===== src/rtl/syn_tle_kacc.sv =====
// Tiled matrix multiply-accumulate: D = C + sum over beats of A*B, with selectable
// subword precision and a fixed-depth product pipeline ahead of the accumulator.
module syn_tle_kacc #(
    parameter int M          = 2,
    parameter int N          = 2,
    parameter int K          = 2,
    parameter int P          = 8,
    parameter int PIPESTAGES = 1,
    parameter int MAXTILES   = 16
) (
    input  logic                                  clk_i,
    input  logic                                  rst_ni,
    input  logic signed [M-1:0][K-1:0][P-1:0]     A_i,
    input  logic signed [K-1:0][N-1:0][P-1:0]     B_i,
    input  logic signed [M-1:0][N-1:0][4*P-1:0]   C_i,
    input  logic [1:0]                            prec_i,
    input  logic [$clog2(MAXTILES+1)-1:0]         tiles_i,
    input  logic                                  valid_i,
    output logic                                  ready_o,
    output logic signed [M-1:0][N-1:0][4*P-1:0]   D_o,
    output logic                                  valid_o,
    input  logic                                  ready_i,
    output logic                                  busy_o
);
    localparam int TW = $clog2(MAXTILES+1);
    localparam int W  = 4*P;
    localparam int H  = P/2;
    localparam int Q  = P/4;

    typedef enum logic [1:0] {IDLE, ACC, HOLD} state_t;

    state_t                       state_reg, state_next;
    logic [TW-1:0]                count_reg, tiles_reg, tiles_eff;
    logic [1:0]                   prec_reg, mode_eff;
    logic                         accept, last_beat;
    logic [M-1:0][N-1:0][W-1:0]   c_reg;
    logic [W-1:0]                 acc_reg   [M][N];
    logic [W-1:0]                 beat_res  [M][N];
    logic [W-1:0]                 pipe_data [PIPESTAGES][M][N];
    logic                         pipe_vld   [PIPESTAGES];
    logic                         pipe_first [PIPESTAGES];
    logic                         pipe_last  [PIPESTAGES];
    logic                         ex_vld, ex_first, ex_last;

    // Mode 3 is reserved and falls through to the full-width product.
    function automatic logic [W-1:0] elem_prod(input logic [P-1:0] a, input logic [P-1:0] b,
                                               input logic [1:0] mode);
        logic signed [W-1:0] sum;
        sum = '0;
        case (mode)
            2'd1: for (int l = 0; l < 2; l++)
                sum = sum + W'($signed(a[l*H +: H])) * W'($signed(b[l*H +: H]));
            2'd2: for (int l = 0; l < 4; l++)
                sum = sum + W'($signed(a[l*Q +: Q])) * W'($signed(b[l*Q +: Q]));
            default: sum = W'($signed(a)) * W'($signed(b));
        endcase
        return sum;
    endfunction

    // The first beat of a job computes with the live prec_i; later beats use the latched mode.
    assign mode_eff  = (state_reg == IDLE) ? prec_i : prec_reg;
    assign tiles_eff = (tiles_i == '0) ? TW'(1) : tiles_i;
    assign accept    = valid_i & ready_o;
    assign last_beat = (state_reg == IDLE) ? (tiles_eff == TW'(1))
                                           : ((count_reg + TW'(1)) == tiles_reg);
    assign busy_o    = (state_reg != IDLE);
    assign ex_vld    = pipe_vld[PIPESTAGES-1];
    assign ex_first  = pipe_first[PIPESTAGES-1];
    assign ex_last   = pipe_last[PIPESTAGES-1];

    genvar gi, gj;
    generate
        for (gi = 0; gi < M; gi++) begin : g_row
            for (gj = 0; gj < N; gj++) begin : g_col
                always_comb begin
                    beat_res[gi][gj] = '0;
                    for (int k = 0; k < K; k++)
                        beat_res[gi][gj] = beat_res[gi][gj] + elem_prod(A_i[gi][k], B_i[k][gj], mode_eff);
                end
                assign D_o[gi][gj] = acc_reg[gi][gj];
            end
        end

        for (gi = 0; gi < PIPESTAGES; gi++) begin : g_pipe
            if (gi == 0) begin : g_head
                always_ff @(posedge clk_i) pipe_data[0] <= beat_res;
                always_ff @(posedge clk_i or negedge rst_ni) begin
                    if (!rst_ni) begin
                        pipe_vld[0]   <= 1'b0;
                        pipe_first[0] <= 1'b0;
                        pipe_last[0]  <= 1'b0;
                    end else begin
                        pipe_vld[0]   <= accept;
                        pipe_first[0] <= accept && (state_reg == IDLE);
                        pipe_last[0]  <= accept && last_beat;
                    end
                end
            end else begin : g_tail
                always_ff @(posedge clk_i) pipe_data[gi] <= pipe_data[gi-1];
                always_ff @(posedge clk_i or negedge rst_ni) begin
                    if (!rst_ni) begin
                        pipe_vld[gi]   <= 1'b0;
                        pipe_first[gi] <= 1'b0;
                        pipe_last[gi]  <= 1'b0;
                    end else begin
                        pipe_vld[gi]   <= pipe_vld[gi-1];
                        pipe_first[gi] <= pipe_first[gi-1];
                        pipe_last[gi]  <= pipe_last[gi-1];
                    end
                end
            end
        end
    endgenerate

    // ready_o is forced low while reset is held, and rises as soon as it is released.
    always_comb begin
        state_next = state_reg;
        ready_o    = 1'b0;
        case (state_reg)
            IDLE: begin
                ready_o = 1'b1;
                if (valid_i) state_next = ACC;
            end
            ACC: begin
                ready_o = (count_reg < tiles_reg);
                if (ex_vld && ex_last) state_next = HOLD;
            end
            HOLD: if (ready_i) state_next = IDLE;
            default: state_next = IDLE;
        endcase
        ready_o = ready_o & rst_ni;
    end

    always_ff @(posedge clk_i) begin
        if (accept && (state_reg == IDLE)) c_reg <= C_i;
    end

    always_ff @(posedge clk_i or negedge rst_ni) begin
        if (!rst_ni) begin
            state_reg <= IDLE;
            count_reg <= '0;
            tiles_reg <= '0;
            prec_reg  <= '0;
            valid_o   <= 1'b0;
            for (int m = 0; m < M; m++)
                for (int n = 0; n < N; n++)
                    acc_reg[m][n] <= '0;
        end else begin
            state_reg <= state_next;
            if (accept) begin
                if (state_reg == IDLE) begin
                    prec_reg  <= prec_i;
                    tiles_reg <= tiles_eff;
                    count_reg <= TW'(1);
                end else begin
                    count_reg <= count_reg + TW'(1);
                end
            end
            if (ex_vld) begin
                for (int m = 0; m < M; m++)
                    for (int n = 0; n < N; n++)
                        acc_reg[m][n] <= (ex_first ? c_reg[m][n] : acc_reg[m][n])
                                         + pipe_data[PIPESTAGES-1][m][n];
            end
            if (ex_vld && ex_last)
                valid_o <= 1'b1;
            else if ((state_reg == HOLD) && ready_i)
                valid_o <= 1'b0;
        end
    end
endmodule


===== config.mk =====
export PLATFORM = sky130hd
export DESIGN_NAME = syn_tle_kacc
export DESIGN_NICKNAME = d
export VERILOG_FILES = /design/src/rtl/syn_tle_kacc.sv
export SDC_FILE = /design/constraint.sdc
export NUM_CORES = 2
export LEC_CHECK = 0
export ABC_CLOCK_PERIOD_IN_PS = 8100
export BUFFER_PORTS_ARGS = -buffer_cell sky130_fd_sc_hd__buf_2
export CAP_MARGIN = 20
export CORE_ASPECT_RATIO = 1.2
export CORE_MARGIN = 3
export CORE_UTILIZATION = 30
export CTS_CLUSTER_DIAMETER = 150
export CTS_CLUSTER_SIZE = 40
export DETAILED_ROUTE_END_ITERATION = 10
export GPL_TIMING_DRIVEN = 0
export PLACE_DENSITY = 0.45
export SETUP_SLACK_MARGIN = 0.2
export SYNTH_ARGS = -nofsm -noshare
export SYNTH_HDL_FRONTEND = slang
export SYNTH_SLANG_ARGS = --single-unit

===== constraint.sdc =====
create_clock -name clk_i -period 8.1 [get_ports clk_i]
set_input_delay 0 -clock clk_i [delete_from_list [all_inputs] [get_ports clk_i]]
set_output_delay 0 -clock clk_i [all_outputs]
set_load 0.01 [all_outputs]

* After elaboration in Yosys (flattened, before gate mapping)
Memories as Yosys holds them, arrays and structs flattened. Cells that the tools add are included.
Word-level totals: flip-flop bits (word level) 274, bits in writable memories 128, bits of input ports 203, output and inout bits 131, memories kept 1
Operators by class: add/sub/neg operators 41, multiply operators 56, $lt $le $gt $ge 1, equality and inequality tests 9, mux-type cells 23, bitwise gates (word level) 2, reduce and logical (&&, ||, !) cells 10
Memories:
- pipe_data | depth 1, bits a word 128, read ports 1, clocked after Yosys merged registers in 0, write ports 1, line 39 | logic [W-1:0] pipe_data [PIPESTAGES][M][N];
Operators with widths (count):
- $pmux W32 S2 | 8
- $add A32 B32 Y32 | 8
- $mul A2 B2 Y4 | 32
- $mul A4 B4 Y8 | 16
- $mul A8 B8 Y16 | 8
- $mux W32 | 4
- $add A8 B8 Y9 | 8
- $add A6 B4 Y7 | 8
- $add A5 B4 Y6 | 8
- $add A4 B4 Y5 | 8
- $mux W5 | 2
- $mux W2 | 4
- $ne A2 B2 Y1 const B | 3
- $pmux W2 S3 | 1
- $add A5 B1 Y5 const B | 1
- $eq A5 B1 Y1 const B | 1
- $eq A5 B5 Y1 | 1
- $logic_not A5 Y1 | 1
- $lt A5 B5 Y1 | 1
- $eq A2 B1 Y1 const B | 2
- $eq A2 B2 Y1 const B | 2
- $logic_and A1 B1 Y1 | 4
- $reduce_bool A2 Y1 | 2
- $mux W1 | 3
- other kinds (5) | 6

* Longest topological paths before layout
depth in word-level cells 6, gate-level depth with buffers 31, mapped depth without buffers 31

* Worst setup path after synthesis
No wires, ideal clock.
path type input to register, start input A_i[8] (netlist bit), end memory pipe_data[0][111] (netlist bit), setup time 0.131 ns, data arrival time 6.408 ns, setup slack 1.561 ns, cell stages on the path 27, path buffers 2, path through clkbuf_1 clkbuf_1 nor2_1 fa_1 inv_1 fa_1 inv_1 fa_1 fa_1 ha_1 o21ai_0 a21boi_0 o21ai_0 a21boi_0 o21ai_0 a21oi_1 a311oi_2 a21oi_1 ha_1 inv_1 nor4b_1 nor3_1 o31ai_1 a21oi_1 nor2b_1 or2_2 fa_1
RTL lines:
- start: declaration | line 13 | input logic signed [M-1:0][K-1:0][P-1:0] A_i,
- end: declaration | line 39

==> summary.txt <==
Route
  • DR WL/cell: around 23 um
  • Met3 Wirelength: ~9600 um
  • DR vias/cell: a little under 5
  • Met1 Wirelength: around 95000 um
  • Met2 WL: between 100000 and 150000 um
  • DRC viols: 0
  • DRT iter0 DRCs: approximately 2800
  • Top Layer Used: met5
  • Routed via count: 47100
  • Final ANT Viol Nets: 0
  • Final WL: ~230000 um
  • Pre-antenna DRT Iters: 5

Setup path
  • Critical path's top delay family: adder cells
  • Worst R2R Setup Slack: 0.63 ns
  • Worst reg2reg path endpoint: pipe_data[0][79]
  • Startpoint Class: primary input
  • Critical Path AT: between 8 and 9 ns
  • Crit path kind: in2reg
  • Critical Path End: pipe_data[0][47]
  • Slowest CP cell: a21oi_1
  • Crit. Startpoint: A_i[16]
  • Most frequent CP cell: fa_1
  • Reg2Reg Launch Point: state_reg[1]
  • R2R depth: 19
  • CP Capture Type: flip-flop
  • Worst-path fanout max: 11
  • Levels on crit path: 27
  • Bufs and invs on worst path: 4
  • Required time worst endpoint: between 8 and 9 ns
  • CP max stage delay: between 0.7 and 0.8 ns

Die
  • Initial core utilization: 30.3%
  • DIE HEIGHT: approximately 500 um
  • Die Width: between 400 and 500 um
  • I/O Pins: around 330
  • Core Footprint: roughly 0.20 mm2
  • Die area: 0.209 mm2
  • Standard-cell rows: 180

Synth
  • Synth Flop Type: dfrtp_1
  • Gate Count Post-Synth: 6556
  • Synth top area cells: fa_1 (27%), ha_1 (14%), inv_1 (8.9%)
  • Seq cells post-synth: 402
  • Largest area contributor in the netlist: fa_1
  • Number of synthesized flops with an enable pin: 128
  • Syn avg cell area: a little over 9 um2
  • Yosys warning count: 0
  • Sequential fraction of the synthesis area: 16.5%
  • Async SR Flop Fraction: roughly 36%
  • Netlist cell types: 83
  • Cell Area, Synth: 0.0610 mm2
  • Synth top area share: 26.8%

Global routing
  • Total track usage: between 20% and 30%
  • First-pass GRT wire length: between 300000 and 400000 um
  • Vias in the first global route: between 40000 and 50000
  • Initial antenna violation count: 27
  • Largest net degree at the start of global routing: 103
  • Congestion Overflow GR: 0

STA
  • Final-report hold violation count: 0
  • Final period util: between 90 and 100%
  • Fmax: about 130 MHz
  • RSZ-0062 raised after global routing: yes
  • Slew @ Worst Pin: between 1 and 1.5 ns
  • # setup viols final: 0
  • Setup TNS: 0 ns
  • Setup Skew: 0.0315 ns
  • Worst hold slack: between 0.1 and 0.15 ns
  • Tmin final: roughly 7.5 ns
  • Pins Over Slew Limit: 0
  • Rel. slew slack: 18.1%

Placement
  • Post-DP HPWL: slightly below 200000 um
  • IO Port Bufs: approximately 330
  • Placed cells: roughly 9600
  • Routability Congestion: roughly 0.9

Status
  • Status: finished, final reports clean

Clock network
  • CTS Root Cell: clkbuf_16
  • Reg clk slew, reported paths: 0.16 ns
  • Clock Path Buffers: 3
  • CTS sink cnt: between 400 and 500
  • CTS tree: done
  • CTS H-tree lvls: 1
  • Num CTS Buffers: 15
  • Clk_lat worst skew: around 0.60 ns

Layout
  • Nets: between 8000 and 9000
  • Fin cells: 9730
  • Area Growth Syn to Fin: 12.2%
  • Post-layout util: between 30% and 40%
  • Commonest non-fill, non-tap cell in the layout: inv_1
  • Most frequent cells in the layout: inv_1 (1440), fa_1 (818), ha_1 (686), a21oi_1 (385), nand2_1 (353)
  • Fraction of layout instances using a drive strength above 1: slightly below 10%

Run
  • Max Cap Viol: 0

Worst hold path
  • HP Class: in2reg
through the flow:
step           area, um2  setup slack, ns
2_1_floorplan      61100             1.56
3_3_place_gp       66000            -3.59
5_1_grt            68500            0.177
4_1_cts            68400            0.191
6_report           68500            0.571
3_5_place_dp       66500           -0.966
worst min path at each step:
stage          startpoint         end  slack, ns  depth (start not counted)
2_1_floorplan      rst_ni      D_o[0]      -0.30                          0
3_3_place_gp      C_i[40]   c_reg[40]       0.18                          1
3_5_place_dp       rst_ni     D_o[89]      -0.05                          1
4_1_cts          C_i[116]  c_reg[116]       0.07                          2
5_1_grt          C_i[116]  c_reg[116]       0.08                          2
6_report          C_i[50]   c_reg[50]       0.10                          2
logic make-up (layout without fill, tap and decap cells):
| group | Yosys count | count (layout) | synth area share (%) |
|---|---|---|---|
| other | 1 | 12 | 0.00614 |
| adders and majority gates | 1506 | 1506 | 40.9 |
| DFF | 402 | 402 | 16.5 |
| muxes | 233 | 233 | 4.25 |
| AOI/OAI and AO/OA | 1122 | 1122 | 12.0 |
| and+or+nand+nor | 1233 | 1233 | 10.1 |
| xor gates and xnor gates | 428 | 428 | 6.14 |
| buffers and inverters | 1631 | 2155 | 10.0 |
cell usage after synthesis (146+ instances only):
| master | n |
|---|---|
| o21ai_0 | 169 |
| mux2_2 | 207 |
| nor2_1 | 229 |
| inv_1 | 1440 |
| xnor2_1 | 304 |
| a21oi_1 | 385 |
| a21o_1 | 178 |
| ha_1 | 688 |
| and2_1 | 283 |
| dfrtp_1 | 146 |
| nand2_1 | 353 |
| fa_1 | 818 |
| clkbuf_1 | 170 |
what timing repair did:
action | 4_1_cts | 5_1_grt
hold buffers | 140 | 0
endpoints found under the hold margin | 287 | 0
pin swaps | 0 | 2
gates resized for setup | 19 | 33
setup buffers | 0 | 4
endpoints found under the setup margin | 57 | 31
final cells by class:
| cell class | count | area, um2 |
|---|---|---|
| Inverter | 1440 | 5410 |
| Multi-Input combinational cell | 4526 | 44900 |
| Fill cell | 21000 | 133000 |
| Antenna cell | 8 | 20.0 |
| Clock inverter | 4 | 87.6 |
| Clock buffer | 21 | 398 |
| Tap cell | 2639 | 3300 |
| Buffer | 187 | 772 |
| Sequential cell | 402 | 10100 |
| Timing Repair Buffer | 503 | 3540 |
metal layers:
layer	vias to the layer above	GRT usage [%]
li1	22000	-
met1	23700	26.9
met2	1185	38.0
met3	298	1.83
met4	12	9.92
met5	-	0
Power is not shown: default switching activity piles up to over one toggle a cycle in this logic, so the estimate is an artifact.
